==> src/rtl/wb_demux_pkg.sv <==
// Shared types and helpers for the Wishbone slave-side page demultiplexer.
package wb_demux_pkg;

  typedef enum logic [1:0] {
    IDLE,
    WAIT,
    RESP
  } state_e;

  localparam logic [31:0] ERR_DATA_DEF = 32'hDEAD_BEEF;

  // Unsigned 20-bit offset: pages below base wrap to large values and miss.
  function automatic logic [3:0] page_hit(input logic [19:0] adr,
                                          input logic [19:0] base,
                                          input int unsigned n);
    logic [19:0] off;
    off = adr - base;
    return {(off < 20'(n)), off[2:0]};
  endfunction

endpackage

==> src/rtl/wb_page_decode.sv <==
// Combinational 4 KiB page compare: selects which peripheral a page maps to.
module wb_page_decode
  import wb_demux_pkg::*;
#(
  parameter int unsigned N_SLV     = 4,
  parameter logic [19:0] BASE_PAGE = 20'h30001
) (
  input  logic [19:0] page_i,
  output logic        hit_o,
  output logic [2:0]  idx_o
);

  always_comb begin
    {hit_o, idx_o} = page_hit(page_i, BASE_PAGE, N_SLV);
  end

endmodule

==> src/rtl/wb_slave_demux.sv <==
// Wishbone slave demux: page decode, one-hot peripheral strobe, registered
// response, unmapped-page and timeout error responses, error counter and IRQ.
module wb_slave_demux
  import wb_demux_pkg::*;
#(
  parameter int unsigned N_SLV     = 4,
  parameter logic [19:0] BASE_PAGE = 20'h30001,
  parameter int unsigned TIMEOUT   = 16,
  parameter logic [31:0] ERR_DATA  = ERR_DATA_DEF
) (
  input  logic                  wb_clk_i,
  input  logic                  wb_rstn_i,
  input  logic                  wbs_cyc_i,
  input  logic                  wbs_stb_i,
  input  logic                  wbs_we_i,
  input  logic [3:0]            wbs_sel_i,
  input  logic [31:0]           wbs_adr_i,
  input  logic [31:0]           wbs_dat_i,
  output logic                  wbs_ack_o,
  output logic [31:0]           wbs_dat_o,
  output logic [N_SLV-1:0]      s_stb_o,
  output logic [15:0]           s_adr_o,
  output logic                  s_we_o,
  output logic [3:0]            s_sel_o,
  output logic [31:0]           s_dat_o,
  input  logic [N_SLV-1:0]      s_ack_i,
  input  logic [32*N_SLV-1:0]   s_dat_i,
  output logic [7:0]            err_cnt_o,
  output logic                  err_irq_o
);

  localparam logic [7:0] TMO_LAST = 8'(TIMEOUT - 1);

  state_e      state_q, state_d;
  logic [2:0]  idx_q, idx_d;
  logic [7:0]  timer_q, timer_d;
  logic [31:0] cap_dat_q, cap_dat_d;
  logic        rsp_err_q, rsp_err_d;
  logic        ack_q, ack_d;
  logic [31:0] dat_q, dat_d;
  logic [7:0]  cnt_q, cnt_d;
  logic        irq_q, irq_d;

  logic        dec_hit;
  logic [2:0]  dec_idx;
  logic        sel_ack;
  logic [31:0] sel_dat;
  logic        unused_adr;

  wb_page_decode #(
    .N_SLV     (N_SLV),
    .BASE_PAGE (BASE_PAGE)
  ) u_decode (
    .page_i (wbs_adr_i[31:12]),
    .hit_o  (dec_hit),
    .idx_o  (dec_idx)
  );

  always_comb begin
    unused_adr = ^wbs_adr_i[11:8];
  end

  // Only the latched slave's ack and data are visible to the FSM.
  always_comb begin
    sel_ack = 1'b0;
    sel_dat = '0;
    for (int unsigned i = 0; i < N_SLV; i++) begin
      if (idx_q == 3'(i)) begin
        sel_ack = s_ack_i[i];
        sel_dat = s_dat_i[32*i +: 32];
      end
    end
  end

  always_comb begin
    state_d   = state_q;
    idx_d     = idx_q;
    timer_d   = '0;
    cap_dat_d = cap_dat_q;
    rsp_err_d = rsp_err_q;
    ack_d     = 1'b0;
    dat_d     = dat_q;
    cnt_d     = cnt_q;
    irq_d     = 1'b0;

    unique case (state_q)
      IDLE: begin
        if (wbs_cyc_i && wbs_stb_i) begin
          if (dec_hit) begin
            idx_d   = dec_idx;
            state_d = WAIT;
          end else begin
            rsp_err_d = 1'b1;
            state_d   = RESP;
          end
        end
      end
      WAIT: begin
        if (!wbs_cyc_i) begin
          state_d = IDLE;
        end else if (sel_ack) begin
          cap_dat_d = sel_dat;
          rsp_err_d = 1'b0;
          state_d   = RESP;
        end else if (timer_q == TMO_LAST) begin
          rsp_err_d = 1'b1;
          state_d   = RESP;
        end else begin
          timer_d = timer_q + 8'd1;
        end
      end
      RESP: begin
        ack_d = 1'b1;
        dat_d = rsp_err_q ? ERR_DATA : cap_dat_q;
        if (rsp_err_q) begin
          irq_d = 1'b1;
          if (cnt_q != '1) begin
            cnt_d = cnt_q + 8'd1;
          end
        end
        state_d = IDLE;
      end
      default: state_d = IDLE;
    endcase
  end

  always_ff @(posedge wb_clk_i or negedge wb_rstn_i) begin
    if (!wb_rstn_i) begin
      state_q   <= IDLE;
      idx_q     <= '0;
      timer_q   <= '0;
      cap_dat_q <= '0;
      rsp_err_q <= 1'b0;
      ack_q     <= 1'b0;
      dat_q     <= '0;
      cnt_q     <= '0;
      irq_q     <= 1'b0;
    end else begin
      state_q   <= state_d;
      idx_q     <= idx_d;
      timer_q   <= timer_d;
      cap_dat_q <= cap_dat_d;
      rsp_err_q <= rsp_err_d;
      ack_q     <= ack_d;
      dat_q     <= dat_d;
      cnt_q     <= cnt_d;
      irq_q     <= irq_d;
    end
  end

  always_comb begin
    s_stb_o = '0;
    for (int unsigned i = 0; i < N_SLV; i++) begin
      s_stb_o[i] = (state_q == WAIT) && (idx_q == 3'(i));
    end
  end

  always_comb begin
    wbs_ack_o = ack_q;
    wbs_dat_o = dat_q;
    err_cnt_o = cnt_q;
    err_irq_o = irq_q;
    s_adr_o   = {8'h00, wbs_adr_i[7:0]};
    s_we_o    = wbs_we_i;
    s_sel_o   = wbs_sel_i;
    s_dat_o   = wbs_dat_i;
  end

endmodule

==> config.mk <==
export PLATFORM = sky130hd
export DESIGN_NAME = wb_slave_demux
export DESIGN_NICKNAME = d
export VERILOG_FILES = /design/src/rtl/wb_demux_pkg.sv /design/src/rtl/wb_page_decode.sv /design/src/rtl/wb_slave_demux.sv
export SDC_FILE = /design/constraint.sdc
export NUM_CORES = 1
export LEC_CHECK = 0
export BUFFER_PORTS_ARGS = -buffer_cell sky130_fd_sc_hd__clkbuf_2
export CORE_AREA = 2 2 120 122
export CTS_BUF_LIST = sky130_fd_sc_hd__clkbuf_4 sky130_fd_sc_hd__clkbuf_8
export DETAILED_ROUTE_END_ITERATION = 10
export DIE_AREA = 0 0 122 124
export GPL_TIMING_DRIVEN = 1
export MAX_ROUTING_LAYER = met4
export PLACE_DENSITY_LB_ADDON = 0.1
export SYNTH_ARGS = -nofsm -noshare
export SYNTH_HDL_FRONTEND = slang
export SYNTH_HIERARCHICAL = 1
export SYNTH_SLANG_ARGS = --single-unit
==> constraint.sdc <==
create_clock -name wb_clk_i -period 1.9 [get_ports wb_clk_i]
set_input_delay 0.38 -clock wb_clk_i [delete_from_list [all_inputs] [get_ports wb_clk_i]]
set_output_delay 0.38 -clock wb_clk_i [all_outputs]
set_load 0.01 [all_outputs]
==> results of run 1 <==
flip-flops by register name (all words and copies together), names as in the netlist:
| register | cells |
|---|---|
| err_irq_o | 1 |
| state_q | 2 |
| timer_q | 8 |
| wbs_ack_o | 1 |
| err_cnt_o | 8 |
| rsp_err_q | 1 |
| cap_dat_q | 32 |
| wbs_dat_o | 32 |
| idx_q | 3 |
where the power goes:
| part | switching, mW | internal, mW | total (mW) |
|---|---|---|---|
| Clock | 0.658 | 0.616 | 1.27 |
| Combinational | 0.377 | 0.387 | 0.765 |
| Sequential | 0.121 | 2.01 | 2.13 |
worst max-delay path: cells and delay by family:
kind,cells,cell delay (ns)
AOI/OAI and AO/OA,1,0.17
buffers and inverters,1,0.10
muxes,1,0.31
and+or+nand+nor,5,1.38
cell type report:
class | instances | area, um2 | area share (%)
Clock buffer | 10 | 131.4 | 1.997
Clock inverter | 5 | 56.30 | 0.8560
Inverter | 8 | 30.03 | 0.4565
Multi-Input combinational cell | 303 | 2575 | 39.15
Sequential cell | 88 | 2207 | 33.56
Tap cell | 180 | 225.2 | 3.424
Timing Repair Buffer | 231 | 1353 | 20.56
layer usage:
layer,vias up,wire length (um),share of wire [%]
met1,1904,6096,45
met3,25,1006,7.4
met2,179,6351,46
met4,0,216,1.6
li1,1906,-,-
met5,-,0,0
logic make-up (layout without fill, tap and decap cells):
family / count (synthesis) / count (layout) / share of synthesized area, %
AND/OR/NAND/NOR: 162 / 162 / 15.11
flip-flops: 88 / 88 / 41.75
buffers and inverters: 87 / 254 / 11.34
multiplexers: 70 / 70 / 23.79
AO/OA/AOI/OAI: 46 / 46 / 4.910
XOR/XNOR: 14 / 14 / 2.325
adder cells (fa/ha/maj): 3 / 3 / 0.7117
other: 1 / 8 / 0.07109
Yosys cell counts (3+ instances only):
cell and number:
buf_2 4, buf_4 53, buf_6 6, clkbuf_1 14, dfrtp_1 88, ha_1 3, inv_1 6, mux2_2 7
mux2_4 29, mux4_2 32, nand2_1 70, nand2b_1 4, nand3_1 7, nor2_1 20, nor2b_1 33, nor3_1 8
nor4_1 3, o21ai_0 37, xnor2_1 5, xor2_1 9
worst paths after layout:
check / start / endpoint / cells past startpoint
max in group asynchronous: wb_rstn_i / cap_dat_q[10] / 3
setup reg to reg: idx_q[0] / cap_dat_q[3] / 5
hold / removal: wbs_cyc_i / state_q[1] / 2
min in group asynchronous: wb_rstn_i / err_cnt_o[4] / 2
setup / recovery: wbs_adr_i[14] / idx_q[0] / 8
hold reg to reg: timer_q[0] / timer_q[0] / 1
placed cells by master (no fill, tap or decap), types with 4 or more instances in the layout:
| cell type | n |
|---|---|
| xnor2_1 | 5 |
| nor2b_1 | 33 |
| nand2_1 | 70 |
| buf_4 | 22 |
| mux4_2 | 32 |
| inv_1 | 6 |
| clkbuf_2 | 198 |
| nand3_1 | 7 |
| conb_1 | 8 |
| clkbuf_8 | 9 |
| mux2_2 | 4 |
| nor2_1 | 18 |
| xor2_1 | 9 |
| buf_12 | 8 |
| dfrtp_1 | 84 |
| mux2_4 | 32 |
| nor3_1 | 7 |
| o21ai_0 | 36 |
| dfrtp_2 | 4 |
repair_timing:
item                                   CTS  global route
hold buffers                             1             0
setup buffers                            4             2
resized for setup                        1            20
setup endpoints to repair                4             7
endpoints found under the hold margin   19             0
pin swaps                                2             6
per-stage QoR:
| stage | power, mW | cell area (um2) | util [%] |
|---|---|---|---|
| finish | 4.170 | 6578 | 47.94 |
| global route | 4.398 | 6578 | 47.94 |
| CTS | 4.231 | 6496 | 47.35 |
| detailed placement | 2.944 | 6237 | 45.46 |
| global placement | 2.924 | 6237 | 45.46 |
| floorplan | 2.603 | 5316 | - |
==> results.md, run 1 <==
- Slowest cell delay on critical path: 0.54 ns
- Final Setup Violations: 4
- Cell type with the largest total area after synthesis: dfrtp_1
- Fmax: around 470 MHz
- Endpoints failing hold: 0
- Placement Rows: 43
- Main synth FF type: dfrtp_1
- Cell Area, Synth: 5275 um2
- Peak VDD IR: about 0.00025 V
- Crit. End Element: flip-flop
- Cells after DPL: ~800
- MaxCap Viol Count: 0
- Final Cycle Share: 111.1%
- Worst Path Max Fanout: 3
- Startpoint types: primary input
- Fin worst setup slack: -0.2112 ns
- CTS tree: built
- Io pins: between 300 and 400
- Post-synthesis average cell area: 11.20 um2
- Pwr Density: between 600 and 700 nW/um2
- Final setup skew: between 0.015 and 0.02 ns
- CP max stage cell: or4b_4
- Largest net degree at the start of global routing: 42
- # H-tree levels: 3
- Number of synthesized flops with an enable pin: 0
- Pre-CTS WS: -0.6209 ns
- Layout area overhead: 24.69%
- Post-route ant nets: 0
- Hold Slack: roughly 0.32 ns
- CP arrival: 2.36 ns
- TritonCTS Buffers: 9
- Drt first pass iters: 4
- Setup_tns: -0.6887 ns
- Worst-skew pair later-pin latency: ~0.35 ns
- Routed WL: 13670 um
- Layout cells sized above 1: between 50% and 60%
- Post-Syn Instances: 471
- Headroom to the max-slew limit: between 60 and 70%
- Routed via count: 4014
- Async SR Flop Fraction: 100.0%
- N_diodes: 0
- Die H: ~120 um
- Antenna violations before repair: 0
- Setup CP Type: primary input to flip-flop
- Drt initial violations: 164
- Synth warnings: 6
- Residual DRC: 0
- PortBufs: around 200
- Die area: 15130 um2
- DIE WIDTH: roughly 120 um
- Status: finished, violations left
- CTS root buffer: clkbuf_8
- R2R setup slack: between 0.1 and 0.15 ns
- Max-slew violations: 0
- Vias in the first global route: between 3k and 4k
- Yosys top cell area share: a little over two fifths
- Pleak: about 3.3 nW
- Sequential area share after synthesis: between 40% and 50%
- Initial core utilization: 38.45%
- Synth Register Bits: 88
- Worst Path Required: ~2.2 ns
- DP Wirelength: between 10000 and 15000 um
- Vias/cell: between 4 and 5
- CTS max path bufs: 2
- Nets@finish: ~850
- M1 GR Usage: roughly a quarter
- Failing checks: negative setup slack
- Avg WL per Cell: ~17 um
- First-pass GRT wire length: around 21000 um
- Fillers: around 1.3k
- Critical-path cell list: buf_8 > nor4_4 > nand4_1 > or4b_4 > a31oi_4 > nand4b_1 > nor2_4 > mux2_4
- Clock Sinks: between 80 and 90
- Fin cells: a little over 800
- Worst Tran Pin Value: 0.5212 ns
- Synth area leaders: dfrtp_1 (42%), mux4_2 (14%), mux2_4 (8.3%)
- Clock transition at path regs: roughly 0.09 ns
- Post-synth cell types: between 40 and 50
- RSZ-0062 raised after global routing: yes
- Global Route met2 Usage: between 20 and 30%
- Core Box Area: 13720 um2
- Total gr overflow: 0
- GPL Wtd Cong: slightly above 0.8
- GR peak layer: met2
- Min-delay worst type: primary input to flip-flop
- Min Tclk post-route: approximately 2.1 ns
- Met3 GRT Util: 3.663%
- Total GRT Usage: 18.53%
Power figures use the tool's default switching activity.
==> run 2, diff against run 1 <==
--- a/config.mk
+++ b/config.mk
@@ -5,11 +5,12 @@
 export SDC_FILE = /design/constraint.sdc
 export NUM_CORES = 1
 export LEC_CHECK = 0
+export ABC_AREA = 1
 export BUFFER_PORTS_ARGS = -buffer_cell sky130_fd_sc_hd__clkbuf_2
-export CORE_AREA = 2 2 120 122
+export CORE_AREA = 2 2 117 119
 export CTS_BUF_LIST = sky130_fd_sc_hd__clkbuf_4 sky130_fd_sc_hd__clkbuf_8
 export DETAILED_ROUTE_END_ITERATION = 10
-export DIE_AREA = 0 0 122 124
+export DIE_AREA = 0 0 119 121
 export GPL_TIMING_DRIVEN = 1
 export MAX_ROUTING_LAYER = met4
 export PLACE_DENSITY_LB_ADDON = 0.1
==> results.md, run 2 <==
- Status: completed (was finished, violations left)
- GR peak layer: met2 (unchanged)
- Cell type with the largest total area after synthesis: dfrtp_1 (unchanged)
- Post-route ant nets: 0 (unchanged)
- CTS root buffer: clkbuf_8 (unchanged)
- TritonCTS Buffers: 9 (unchanged)
- N_diodes: 0 (unchanged)
- Post-route cell area: 6842 um2 (was 6578 um2)
- Largest net degree at the start of global routing: 66 (was 42)
- Worst Hold End: cap_dat_q[15] (was state_q[1])
- M1 GR Usage: 30.81% (was 24.68%)
- Startpoint types: flip-flop (was primary input)
- DIE WIDTH: 119 um (was 122 um)
- Main synth FF type: dfrtp_1 (unchanged)
- Fin worst setup slack: 0.07026 ns (was -0.2112 ns)
- Vias in the first global route: 5327 (was 3979)
- Total GRT Usage: 24.36% (was 18.53%)
- Antenna violations before repair: 0 (unchanged)
- Sequential area share after synthesis: 40.88% (was 41.75%)
- Worst R2R End: cap_dat_q[3] (unchanged)
- Layout cells sized above 1: 33.48% (was 51.94%)
- RSZ-0062 raised after global routing: yes (unchanged)
- Clock transition at path regs: 0.09 ns (about the same)
- MaxCap Viol Count: 0 (unchanged)
- Nets@finish: 1132 (was 849)
- Pleak: 3.495 nW (was 3.324 nW)
- Cells after DPL: 1077 (was 803)
- Pre-CTS WS: -0.3373 ns (was -0.6209 ns)
- Top-count cell post-synth: nand2_1 (was dfrtp_1)
- Hold path startpoint: s_dat_i[15] (was wbs_cyc_i)
- Worst Path Max Fanout: 6 (was 3)
- Worst Setup SP: state_q[0] (was wbs_adr_i[14])
- Peak VDD IR: 0.0004163 V (was 0.0002456 V)
- Post-synth top cells: nand2_1 (266), nor2_1 (92), dfrtp_1 (88), nand4_1 (70), buf_4 (57) (was dfrtp_1 (88), nand2_1 (70), buf_4 (53), o21ai_0 (37), nor2b_1 (33))
- Met3 GRT Util: 3.994% (was 3.663%)
- CTS max path bufs: 2 (unchanged)
- FF-to-FF Start: idx_q[1] (was idx_q[0])
- Io pins: 304 (unchanged)
- CP arrival: 1.45 ns (was 2.36 ns)
- Total gr overflow: 0 (unchanged)
- Die area: 14400 um2 (was 15130 um2)
- Cell Area, Synth: 5386 um2 (was 5275 um2)
- Routed via count: 5440 (was 4014)
- Initial core utilization: 41.16% (was 38.45%)
- Post-synthesis average cell area: 7.220 um2 (was 11.20 um2)
- Clock Sinks: 88 (unchanged)
- Yosys top cell area share: 40.88% (was 41.75%)
- Global Route met2 Usage: 40.48% (was 28.60%)
- Async SR Flop Fraction: 100.0% (unchanged)
- Layout area overhead: 27.02% (was 24.69%)
- Worst Reg-to-Reg Cells: 9 (was 5)
- Avg WL per Cell: 15.58 um (was 16.57 um)
- Placed instance area: 6400 um2 (was 6237 um2)
- Worst Path Required: 1.52 ns (was 2.15 ns)
- Synth Register Bits: 88 (unchanged)
- Commonest non-fill, non-tap cell in the layout: nand2_1 (was clkbuf_2)
- Vias/cell: 4.923 (was 4.865)
- Synth area leaders: dfrtp_1 (41%), nand2_1 (19%), nand4_1 (8.1%) (was dfrtp_1 (42%), mux4_2 (14%), mux2_4 (8.3%))
- Drt initial violations: 246 (was 164)
- CTS tree: built (unchanged)
- Pwr Density: 666.3 nW/um2 (was 634.0 nW/um2)
- Worst hold path depth: 5 (was 2)
- Fin cells: 1105 (was 825)
- Core Box Area: 13090 um2 (was 13720 um2)
- Drt first pass iters: 5 (was 4)
- R2R setup slack: 0.18 ns (was 0.11 ns)
- Die H: 121 um (was 124 um)
- Final Cycle Share: 96.30% (was 111.1%)
- GPL Wtd Cong: 0.8459 (was 0.8123)
- Routed WL: 17210 um (was 13670 um)
- Post-Syn Instances: 746 (was 471)
- DP Wirelength: 13180 um (was 10770 um)
- Final setup skew: 0.01029 ns (was 0.01697 ns)
- Min-delay worst type: primary input to flip-flop (unchanged)
- Residual DRC: 0 (unchanged)
- First-pass GRT wire length: 27060 um (was 20930 um)
- PortBufs: 201 (unchanged)
- Fmax: 546.5 MHz (was 473.7 MHz)
- Max-slew violations: 0 (unchanged)
- Endpoints failing hold: 0 (unchanged)
- Worst-skew pair later-pin latency: 0.36 ns (was 0.35 ns)
- Most frequent cells in the layout: nand2_1 (262), clkbuf_2 (195), nor2_1 (87), dfrtp_1 (85), nand4_1 (70) (was clkbuf_2 (198), dfrtp_1 (84), nand2_1 (70), o21ai_0 (36), nor2b_1 (33))
- Setup CP Type: flip-flop to output port (was primary input to flip-flop)
- Min Tclk post-route: 1.830 ns (was 2.111 ns)
- Post-synth cell types: 29 (was 44)
- Placement Rows: 42 (was 43)
- Fillers: 1315 (was 1313)
- Total power: 4.559 mW (was 4.170 mW)
- Synth warnings: 6 (unchanged)
- Crit. End Element: output port (was flip-flop)
- Final Setup Violations: 0 (was 4)
- Number of synthesized flops with an enable pin: 0 (unchanged)
- # H-tree levels: 3 (unchanged)
==> run 2: cell count changes after synthesis, moves of 26 or more <==
| cell | change |
|---|---|
| mux4_2 | -32 |
| nor2_1 | +72 |
| inv_1 | +26 |
| a21oi_1 | +34 |
| nand4_1 | +68 |
| o21ai_0 | -32 |
| nand2_1 | +196 |
| mux2_4 | -29 |
| nor2b_1 | -33 |
==> run 2: cell families (layout without fill, tap and decap cells) <==
logic type	Yosys count	in the layout	synth area share [%]
adders and majority gates	3	3	0.6969
and+or+nand+nor	477	477	39.33
buffers and inverters	125	301	13.38
AOI/OAI and AO/OA	42	42	4.018
xor gates and xnor gates	10	10	1.626
DFF	88	88	40.88
other	1	8	0.06962
==> run 2: worst max path at each step <==
| stage | endpoint | slack [ns] |
|---|---|---|
| global route | idx_q[1] | -0.12 |
| finish | s_stb_o[3] | 0.07 |
| detailed placement | idx_q[1] | -0.34 |
| CTS | s_stb_o[3] | 0.02 |
| global placement | idx_q[2] | -0.30 |
| floorplan | idx_q[2] | 0.02 |
==> run 2: cell type report <==
class,count,area [um2],area share [%]
Sequential cell,88,2206,32.24
Multi-Input combinational cell,540,2604,38.06
Tap cell,176,220.2,3.219
Timing Repair Buffer,249,1443,21.09
Clock buffer,11,145.1,2.121
Clock inverter,5,80.08,1.170
Inverter,36,143.9,2.103
==> run 2: stage by stage <==
step	TNS [ns]	hold WS, ns	utilization, %
final	0	0.3326	52.29
after global placement	-1.491	0.2938	48.91
after floorplan	0	0.08441	-
after CTS	0	0.3162	50.84
after global routing	-0.3886	0.3502	52.29
after detailed placement	-1.641	0.2977	48.91
==> run 2: power by group <==
part / switching (mW) / leakage [nW] / internal [mW]
combinational: 0.507 / 2.27 / 0.421
clock: 0.666 / 0.109 / 0.789
sequential: 0.135 / 1.11 / 2.04
total: 1.31 / 3.50 / 3.25
==> run 2: metal layers <==
metal | wire [um] | vias up
met4 | 319 | 0
met2 | 8331 | 182
met5 | 0 | -
li1 | - | 2717
met1 | 7657 | 2516
met3 | 906 | 25
==> run 2: worst max-delay path, cell delays in order, from the launching register on <==
cell and delay, ns:
dfrtp_2 0.40, inv_1 0.09, nor2_4 0.14, inv_2 0.10
nor4_2 0.17, buf_2 0.19
==> run 2: timing repair <==
| item | 4_1_cts | 5_1_grt |
|---|---|---|
| pin swaps | 0 | 16 |
| endpoints found under the setup margin | 5 | 42 |
| hold endpoints to repair | 21 | 0 |
| gates resized for setup | 6 | 40 |
| setup buffers | 0 | 11 |
| hold buffers | 1 | 0 |
==> run 3, diff against run 2 <==
--- a/config.mk
+++ b/config.mk
@@ -5,15 +5,16 @@
 export SDC_FILE = /design/constraint.sdc
 export NUM_CORES = 1
 export LEC_CHECK = 0
-export ABC_AREA = 1
+export ABC_AREA = 0
 export BUFFER_PORTS_ARGS = -buffer_cell sky130_fd_sc_hd__clkbuf_2
-export CORE_AREA = 2 2 117 119
+export CORE_AREA = 2 2 120 122
 export CTS_BUF_LIST = sky130_fd_sc_hd__clkbuf_4 sky130_fd_sc_hd__clkbuf_8
 export DETAILED_ROUTE_END_ITERATION = 10
-export DIE_AREA = 0 0 119 121
+export DIE_AREA = 0 0 122 124
 export GPL_TIMING_DRIVEN = 1
 export MAX_ROUTING_LAYER = met4
-export PLACE_DENSITY_LB_ADDON = 0.1
+export PLACE_DENSITY_LB_ADDON = 0.15
+export REMOVE_ABC_BUFFERS = 1
 export SYNTH_ARGS = -nofsm -noshare
 export SYNTH_HDL_FRONTEND = slang
 export SYNTH_HIERARCHICAL = 1
==> results.md, run 3 (synthesis results as in run 1) <==
- Final Setup Violations: 4 (was 0)
- CP top delay family: compound AO/OA/AOI/OAI gates (was flip-flops)
- Failing checks: negative setup slack
- Vias/cell: 4.962 (was 4.923)
- CP arrival: 2.31 ns (was 1.45 ns)
- Setup CP Type: primary input to flip-flop (was flip-flop to output port)
- Most frequent cells in the layout: clkbuf_2 (198), dfrtp_1 (85), nand2_1 (70), o21ai_0 (37), nor2b_1 (33) (was nand2_1 (262), clkbuf_2 (195), nor2_1 (87), dfrtp_1 (85), nand4_1 (70))
- Fmax: 480.8 MHz (was 546.5 MHz)
- DP Wirelength: 11110 um (was 13180 um)
- Die H: 124 um (was 121 um)
- Min-delay worst type: primary input to flip-flop (unchanged)
- RSZ-0062 raised after global routing: yes (unchanged)
- Critical-path cell list: clkbuf_2 > inv_1 > ha_4 > nor2b_1 > o21ai_0 > a2111o_1 > a31oi_4 > nand4b_1 > nor2_4 > mux2_4 (was inv_1 > nor2_4 > inv_2 > nor4_2 > buf_2)
- First-pass GRT wire length: 21700 um (was 27060 um)
- Fillers: 1318 (was 1315)
- Crit path depth: 10 (was 5)
- Worst Setup SP: wbs_adr_i[12] (was state_q[0])
- Worst R2R End: cap_dat_q[28] (was cap_dat_q[3])
- Drt first pass iters: 4 (was 5)
- Initial core utilization: 38.45% (was 41.16%)
- Vias in the first global route: 4046 (was 5327)
- GPL Wtd Cong: 0.7537 (was 0.8459)
- Startpoint types: primary input (was flip-flop)
- PortBufs: 201 (unchanged)
- N_diodes: 0 (unchanged)
- Clock Sinks: 88 (unchanged)
- Worst Reg-to-Reg Cells: 4 (was 9)
- # H-tree levels: 3 (unchanged)
- Worst-skew pair later-pin latency: 0.35 ns (was 0.36 ns)
- Total GRT Usage: 19.82% (was 24.36%)
- Pleak: 3.281 nW (was 3.495 nW)
- Crit path capture: idx_q[2] (was s_stb_o[3])
- Peak VDD IR: 0.0003553 V (was 0.0004163 V)
- Multi-input gate area: 2574 um2 (was 2604 um2)
- Clock transition at path regs: 0.08 ns (was 0.09 ns)
- Pwr Density: 635.0 nW/um2 (was 666.3 nW/um2)
- Io pins: 304 (unchanged)
- Layout area overhead: 22.75% (was 27.02%)
- R2R setup slack: 0.19 ns (was 0.18 ns)
- CTS tree: built (unchanged)
- Buf/Inv on CP: 2 (was 3)
- MaxCap Viol Count: 0 (unchanged)
- Placement Rows: 43 (was 42)
- Fin worst setup slack: -0.1798 ns (was 0.07026 ns)
- Endpoints failing hold: 0 (unchanged)
- Slowest cell delay on critical path: 0.41 ns (was 0.40 ns)
- Total gr overflow: 0 (unchanged)
- DIE WIDTH: 122 um (was 119 um)
- CTS root buffer: clkbuf_8 (unchanged)
- Routed via count: 4074 (was 5440)
- Commonest non-fill, non-tap cell in the layout: clkbuf_2 (was nand2_1)
- FF-to-FF Start: idx_q[0] (was idx_q[1])
- Worst hold path depth: 2 (was 5)
- Nets@finish: 845 (was 1132)
- Final Cycle Share: 109.5% (was 96.30%)
- Final setup skew: 0.009676 ns (was 0.01029 ns)
- Worst Path Required: 2.13 ns (was 1.52 ns)
- Min Tclk post-route: 2.080 ns (was 1.830 ns)
- CP max stage cell: a2111o_1 (was dfrtp_2)
- Residual DRC: 0 (unchanged)
- Core Box Area: 13720 um2 (was 13090 um2)
- Crit. End Element: flip-flop (was output port)
- Max-slew violations: 0 (unchanged)
- Antenna violations before repair: 0 (unchanged)
- Largest net degree at the start of global routing: 42 (was 66)
- Drt initial violations: 169 (was 246)
- Layout cells sized above 1: 51.17% (was 33.48%)
- TritonCTS Buffers: 9 (unchanged)
- Routed WL: 14490 um (was 17210 um)
- Pre-CTS WS: -0.6385 ns (was -0.3373 ns)
- Avg WL per Cell: 17.65 um (was 15.58 um)
- Reg area: 2206 um2 (unchanged)
- Worst Path Max Fanout: 7 (was 6)
- Status: finished, violations left (was completed)
- CTS max path bufs: 2 (unchanged)
- Die area: 15130 um2 (was 14400 um2)
- Final core occ: 47.20% (was 52.29%)
- Post-route ant nets: 0 (unchanged)
[run 3: cell count changes in the layout (fill, tap and decap cells not counted), sizes merged, moves of 33 or more]
cell	delta
nand2	-201
nor2b	+33
nor2	-81
nand4	-69
mux2	+36
a21oi	-34
[run 3: metal layers]
layer  share of wire [%]  global-route usage (%)  vias to the layer above
li1                    -                       -                     1894
met1                  43                   25.20                     1950
met2                  44                   27.86                      217
met3                  12                   9.707                       13
met4                 1.2                   5.891                        0
met5                   0                       -                        -
[run 3: what timing repair did]
action | 4_1_cts | 5_1_grt
buffers inserted | 0 | 4
hold buffers | 1 | 0
gates cloned | 0 | 0
hold endpoints to repair | 26 | 0
pin swaps | 2 | 6
resized for setup | 3 | 20
endpoints found under the setup margin | 4 | 7
[run 3: area by class of cell]
type	count	share of cell area, %
Timing Repair Buffer	227	19.52
Clock buffer	12	2.454
Tap cell	180	3.478
Sequential cell	88	34.07
Multi-Input combinational cell	303	39.75
Inverter	8	0.4638
Clock inverter	3	0.2705
[run 3: power by group]
group / total (mW) / internal, mW / switching (mW)
registers: 2.13 / 2.01 / 0.123
logic: 0.775 / 0.392 / 0.382
clock network: 1.20 / 0.551 / 0.652
total: 4.11 / 2.95 / 1.16
[run 3: worst min path at each step]
stage	startpoint	end	slack (ns)
3_3_place_gp	wb_rstn_i	wbs_dat_o[8]	0.33
5_1_grt	wbs_cyc_i	state_q[1]	0.32
2_1_floorplan	wb_rstn_i	cap_dat_q[0]	0.08
3_5_place_dp	wb_rstn_i	err_irq_o	0.33
6_report	wbs_cyc_i	state_q[1]	0.32
4_1_cts	wbs_cyc_i	state_q[1]	0.31
[run 3: worst register-to-register path, delay by kind of cell, from the launching register on]
kind	cells	cell delay (ns)
flops	1	0.42
mux	2	0.84
simple gates	1	0.15
buf+inv	1	0.21
[run 3: metrics by stage]
step | TNS, ns | instances | power [mW] | area (um2) | hold slack [ns]
CTS | -0.4425 | 817 | 4.168 | 6370 | 0.3119
global route | -0.8861 | 821 | 4.350 | 6475 | 0.3192
global placement | -2.219 | 801 | 2.914 | 6170 | 0.3293
floorplan | -59.07 | 399 | 2.488 | 4733 | 0.08441
finish | -0.5453 | 821 | 4.111 | 6475 | 0.3219
detailed placement | -2.706 | 801 | 2.943 | 6170 | 0.3315
